`src/rtl/linear_step_interpolator_pkg.sv`:
```
// Shared stepper definitions: interpolator state encoding and width helpers.
`ifndef STEPPER_X_BITS
`define STEPPER_X_BITS 8
`endif
`ifndef STEPPER_Y_BITS
`define STEPPER_Y_BITS 8
`endif

package Stepper_p;

  typedef enum logic {
    IDLE = 1'b0,
    RUN  = 1'b1
  } state_t;

  function automatic int max_bits(input int a, input int b);
    return (a > b) ? a : b;
  endfunction

endpackage

```
`src/rtl/linear_step_interpolator_split.sv`:
```
// Splits a signed step count into unsigned magnitude and sign bit.
module StepMagnitudeSplit #(
  parameter int N = 8
) (
  input  logic [N-1:0] value,
  output logic [N-1:0] magnitude,
  output logic         sign
);

  // The most negative value wraps to 2^(N-1), which is exact as unsigned.
  assign sign      = value[N-1];
  assign magnitude = sign ? (~value + N'(1)) : value;

endmodule

```
`src/rtl/linear_step_interpolator.sv`:
```
// Bresenham two-axis step interpolator; one iteration per clk_en tick.
module linear_step_interpolator
  import Stepper_p::*;
#(
  parameter int STEPPER_X_BITS = `STEPPER_X_BITS,
  parameter int STEPPER_Y_BITS = `STEPPER_Y_BITS
) (
  input  logic                      clk,
  input  logic                      reset,
  input  logic                      clk_en,
  input  logic                      trigger_in,
  input  logic [STEPPER_X_BITS-1:0] num_steps_x,
  input  logic [STEPPER_Y_BITS-1:0] num_steps_y,
  output logic                      pulse_x,
  output logic                      pulse_y,
  output logic                      dir_x,
  output logic                      dir_y,
  output logic                      done_out
);

  localparam int MB = max_bits(STEPPER_X_BITS, STEPPER_Y_BITS);
  localparam int EW = MB + 2;

  logic [STEPPER_X_BITS-1:0] mag_x;
  logic [STEPPER_Y_BITS-1:0] mag_y;
  logic                      sgn_x;
  logic                      sgn_y;

  StepMagnitudeSplit #(.N(STEPPER_X_BITS)) u_split_x (
    .value    (num_steps_x),
    .magnitude(mag_x),
    .sign     (sgn_x)
  );

  StepMagnitudeSplit #(.N(STEPPER_Y_BITS)) u_split_y (
    .value    (num_steps_y),
    .magnitude(mag_y),
    .sign     (sgn_y)
  );

  state_t               state;
  state_t               state_next;
  logic                 trig_q;
  logic                 start;
  logic                 active;
  logic                 tick;
  logic [MB-1:0]        dx;
  logic [MB-1:0]        dy;
  logic [MB-1:0]        rx;
  logic [MB-1:0]        ry;
  logic [MB-1:0]        mx;
  logic [MB-1:0]        my;
  logic signed [EW-1:0] err;
  logic signed [EW-1:0] err_n;
  logic signed [EW-1:0] dxe;
  logic signed [EW-1:0] dye;
  logic signed [EW:0]   e2;
  logic signed [EW:0]   pdx;
  logic signed [EW:0]   pdy;
  logic                 sx;
  logic                 sy;

  assign mx     = MB'(mag_x);
  assign my     = MB'(mag_y);
  assign start  = (state == IDLE) && trigger_in && !trig_q;
  assign active = (rx != '0) || (ry != '0);
  assign tick   = (state == RUN) && clk_en && active;

  assign dxe = $signed({2'b00, dx});
  assign dye = $signed({2'b00, dy});
  assign e2  = {err, 1'b0};
  assign pdx = $signed({3'b000, dx});
  assign pdy = $signed({3'b000, dy});
  assign sx  = (e2 > -pdy) && (rx != '0);
  assign sy  = (e2 < pdx) && (ry != '0);

  assign err_n = err + (sy ? dxe : '0) - (sx ? dye : '0);

  assign done_out = (state == IDLE);

  always_ff @(posedge clk) begin
    if (reset) begin
      state <= IDLE;
    end else begin
      state <= state_next;
    end
  end

  always_comb begin
    state_next = state;
    unique case (state)
      IDLE: if (start) state_next = RUN;
      RUN:  if (!active) state_next = IDLE;
      default: state_next = IDLE;
    endcase
  end

  always_ff @(posedge clk) begin
    if (reset) begin
      trig_q  <= 1'b0;
      pulse_x <= 1'b0;
      pulse_y <= 1'b0;
      dir_x   <= 1'b0;
      dir_y   <= 1'b0;
      dx      <= '0;
      dy      <= '0;
      rx      <= '0;
      ry      <= '0;
      err     <= '0;
    end else begin
      trig_q  <= trigger_in;
      pulse_x <= tick && sx;
      pulse_y <= tick && sy;
      if (start) begin
        dir_x <= sgn_x;
        dir_y <= sgn_y;
        dx    <= mx;
        dy    <= my;
        rx    <= mx;
        ry    <= my;
        err   <= $signed({2'b00, mx}) - $signed({2'b00, my});
      end else if (tick) begin
        err <= err_n;
        if (sx) rx <= rx - MB'(1);
        if (sy) ry <= ry - MB'(1);
      end
    end
  end

endmodule

```
`config.mk`:
```
export PLATFORM = sky130hd
export DESIGN_NAME = linear_step_interpolator
export DESIGN_NICKNAME = d
export VERILOG_FILES = /design/src/rtl/linear_step_interpolator_pkg.sv /design/src/rtl/linear_step_interpolator_split.sv /design/src/rtl/linear_step_interpolator.sv
export SDC_FILE = /design/constraint.sdc
export NUM_CORES = 1
export LEC_CHECK = 0
export ABC_AREA = 0
export CAP_MARGIN = 15
export CORE_ASPECT_RATIO = 0.7
export CORE_MARGIN = 4
export CORE_UTILIZATION = 45
export DETAILED_ROUTE_END_ITERATION = 6
export GPL_TIMING_DRIVEN = 0
export PLACE_DENSITY_LB_ADDON = 0.1
export SYNTH_ARGS = -nofsm -noshare
export SYNTH_HDL_FRONTEND = slang
export SYNTH_HIERARCHICAL = 1
export SYNTH_SLANG_ARGS = --single-unit
```
`constraint.sdc`:
```
create_clock -name clk -period 6.4 [get_ports clk]
set_input_delay 1.28 -clock clk [delete_from_list [all_inputs] [get_ports clk]]
set_output_delay 1.28 -clock clk [all_outputs]
set_load 0.02 [all_outputs]
```
==> results.sh, run 1 <==
export IMPL_antenna_found_initial=0
export IMPL_antenna_left=0
export IMPL_r2r_cells=21
export IMPL_cpPeakStageDelay_ns=0.75
export IMPL_yosysWarnings=6
export IMPL_vias=3858
export IMPL_p_leak_nw=1.918
export IMPL_startpoint_type="register"
export IMPL_final_area_sq_um=4678
export IMPL_drive_gt1_share_pct=5.052
export IMPL_cts_root_buf="clkbuf_16"
export IMPL_netlist_instances=542
export IMPL_end_kind="register"
export IMPL_post_drt_via_cell_ratio=5.559
export IMPL_cts_resized=0
export IMPL_crit_fanout=6
export IMPL_cts_made_buffers=5
export IMPL_crit_chain="nor3_1, nand2_1, o21ai_0, nand2b_1, ha_1, nand4_1, a2111oi_1, a2111oi_4, xnor2_1, nor3_1, and2_1, fa_1, inv_1, ha_1, nor2b_1, o21a_1, o21ai_0, nand2_1, a21oi_1, xor2_1, a2111oi_0"
export IMPL_holdPathStages=2
export IMPL_drv_slew=0
export IMPL_critPathTopFamily="compound AO/OA/AOI/OAI gates"
export IMPL_powerDensity_nw_per_um2=311.0
export IMPL_drtIter0Drc=306
export IMPL_cp_startpoint="dy[0]"
export IMPL_tritoncts="done"
export IMPL_die_w_microns=122.4
export IMPL_synth_ff_type="dfxtp_1"
export IMPL_synth_edf_count=0
export IMPL_h_tree_depth=2
export IMPL_synth_fp_nets=614
export IMPL_clockPowerShare_pct=20.9
export IMPL_power_frac_comb_pct=53.5
export IMPL_grt_pass1_wl_microns=19060
export IMPL_drv_cap=0
export IMPL_min_period_over_period_pct=90.52
export IMPL_skew_ns=0.005916
export IMPL_clock_sinks=48
export IMPL_initial_utilization_pct=47.42
export IMPL_grt_setup_unrepaired="no"
export IMPL_dpl_instance_area_sq_um=4511
export IMPL_die_h_microns=88.06
export IMPL_port_buffers=24
export IMPL_clock_fmax_mhz=172.6
export IMPL_status="complete, no violations"
export IMPL_synth_top_cell_by_area="dfxtp_1"
export IMPL_io_pins=25
export IMPL_wl_per_cell_microns=17.17
export IMPL_grt_max_degree=16
export IMPL_grt_pass1_vias=3683
export IMPL_timing_rr_end="err[6]"
export IMPL_slowest_stage="a2111oi_1"
export IMPL_synthArstFlopShare_pct=0
export IMPL_ys_top_cells_by_count="84 x nand2_1, 64 x inv_1, 48 x dfxtp_1"
export IMPL_worstSetupPathType="reg -> reg"
export IMPL_area_growth_pct=13.54
export IMPL_r2r_setup_slack_ns=0.61
export IMPL_grt_use_total_pct=23.02
export IMPL_setup_viol=0
export IMPL_maxSlewHeadroom_pct=41.54
export IMPL_synthesis_area_sq_um=4120
export IMPL_cts_hold_buf=0
export IMPL_drc=0
export IMPL_final_nets=645
export IMPL_gp_congestion=0.8981
export IMPL_yosys_cell_count_top_type="nand2_1"
export IMPL_arrival_ns=5.98
export IMPL_tightestPinTransition_ns=0.8678
export IMPL_synth_seq_cells=48
export IMPL_insertion_delay_ns=0.30
export IMPL_grt_ovfl_total=0
export IMPL_wirelength_microns=11920
export IMPL_reg2reg_from="dy[0]"
export IMPL_period_needed_ns=5.794
export IMPL_worstHoldStart="dir_x"
export IMPL_core_sq_um=8688
export IMPL_ir_drop_mv=0.1284
export IMPL_cts_reportedPaths_clkPinSlew_ns=0.07
export IMPL_hold_slack_ns=0.4609
export IMPL_cts_buffer_depth=2
export IMPL_cts_setup_buffers=0
export IMPL_rows=28
export IMPL_yosysTopAreaCellShare_pct=23.32
export IMPL_finalSetupTns_ns=0
export IMPL_hold_viol=0
export IMPL_place_hpwl_microns=9573
export IMPL_hold_end="dir_x"
export IMPL_p_switching_mw=0.6288
export IMPL_crit_required_ns=6.58
export IMPL_holdCritPathClass="reg -> reg"
export IMPL_syn_mean_instance_area_sq_um=7.602
export IMPL_synth_seq_area_share_pct=23.32
export IMPL_p_int_mw=0.8259
export IMPL_drt_pass1_iterations=5
export IMPL_seqPwrFrac_pct=25.6
export IMPL_fp_dieArea_sq_um=10770
export IMPL_crit_buf_inv=1
export IMPL_synth_area_top_cells="dfxtp_1 23%, ha_1 13%, nand2_1 7.7%"
export IMPL_switching_share_pct=43.23
export IMPL_synth_cell_types=58
export IMPL_antenna_cells=0
power by group through the flow:
stage,logic [mW],registers [mW],clock network (mW)
after global placement,0.752,0.379,0
final,0.778,0.373,0.304
after CTS,0.772,0.372,0.308
after floorplan,0.572,0.368,0
after global routing,0.874,0.378,0.323
after detailed placement,0.765,0.379,0
cell usage in the layout (no fill, tap or decap), types with 8 or more instances in the layout:
cell type / synthesis / routed
nand2_1: 84 / 84
inv_1: 64 / 64
dfxtp_1: 48 / 48
ha_1: 43 / 43
a21oi_1: 38 / 38
nor2_1: 32 / 32
o21ai_0: 24 / 24
nor3_1: 24 / 24
clkdlybuf4s50_1: 0 / 24
xnor2_1: 21 / 21
clkbuf_1: 12 / 12
nand2b_1: 11 / 11
a211oi_1: 10 / 10
and2_1: 10 / 10
xor2_1: 10 / 10
fa_1: 9 / 9
nand3_1: 8 / 8
cells by family after synthesis:
family                   synth area share [%]
AND/OR/NAND/NOR                         24.23
AO/OA/AOI/OAI                           19.56
buffers and inverters                   8.138
adder cells (fa/ha/maj)                 17.43
flip-flops                              23.32
XOR/XNOR                                6.590
multiplexers                           0.7288
registers in the layout, summed over array words and instances (netlist names):
| register | cells |
|---|---|
| dir_x | 1 |
| dir_y | 1 |
| dx | 8 |
| dy | 8 |
| err | 10 |
| pulse_x | 1 |
| pulse_y | 1 |
| rx | 8 |
| ry | 8 |
| state | 1 |
| trig_q | 1 |
tightest hold or removal path: stages, from the launching register on:
cell     delay [ns]
dfxtp_1        0.31
nand2_1        0.05
a21oi_1        0.05
area by class of cell:
class,count,area (sq um)
Buffer,19,95.09
Clock inverter,3,42.54
Fill cell,896,4010
Timing Repair Buffer,24,240.2
Clock buffer,5,125.1
Tap cell,120,150.1
Inverter,64,240.2
Multi-Input combinational cell,411,2824
Sequential cell,48,960.9
through the flow:
step	cells	utilization, %	power [mW]	setup slack [ns]
detailed placement	686	51.92	1.144	0.7044
finish	694	53.85	1.455	0.6065
global route	694	53.85	1.575	0.1665
global placement	686	51.92	1.131	0.7479
floorplan	542	-	0.9406	1.821
CTS	694	53.85	1.452	0.6854
worst max-delay path by stage:
stage	slack, ns	depth (start not counted)	endpoint
finish	0.61	21	err[6]
CTS	0.69	21	err[6]
detailed placement	0.70	21	err[6]
global placement	0.75	21	err[6]
global route	0.17	21	err[6]
floorplan	1.82	21	err[6]
routing by layer:
metal | vias up | part of all wire (%) | GRT usage (%)
met5 | - | 0 | 0
met4 | 0 | 0.85 | 3.557
met3 | 11 | 6.9 | 5.875
met2 | 113 | 41 | 35.34
met1 | 1805 | 51 | 33.23
li1 | 1929 | - | -
Note: power is estimated with default switching activity, not from simulation.
==> run 2, diff against run 1 <==
--- a/config.mk
+++ b/config.mk
@@ -10,6 +10,7 @@
 export CORE_ASPECT_RATIO = 0.7
 export CORE_MARGIN = 4
 export CORE_UTILIZATION = 45
+export CTS_CLUSTER_SIZE = 14
 export DETAILED_ROUTE_END_ITERATION = 6
 export GPL_TIMING_DRIVEN = 0
 export PLACE_DENSITY_LB_ADDON = 0.1
==> results of run 2 <==
The final DEF is identical to that of run 1; final timing and power are the same.
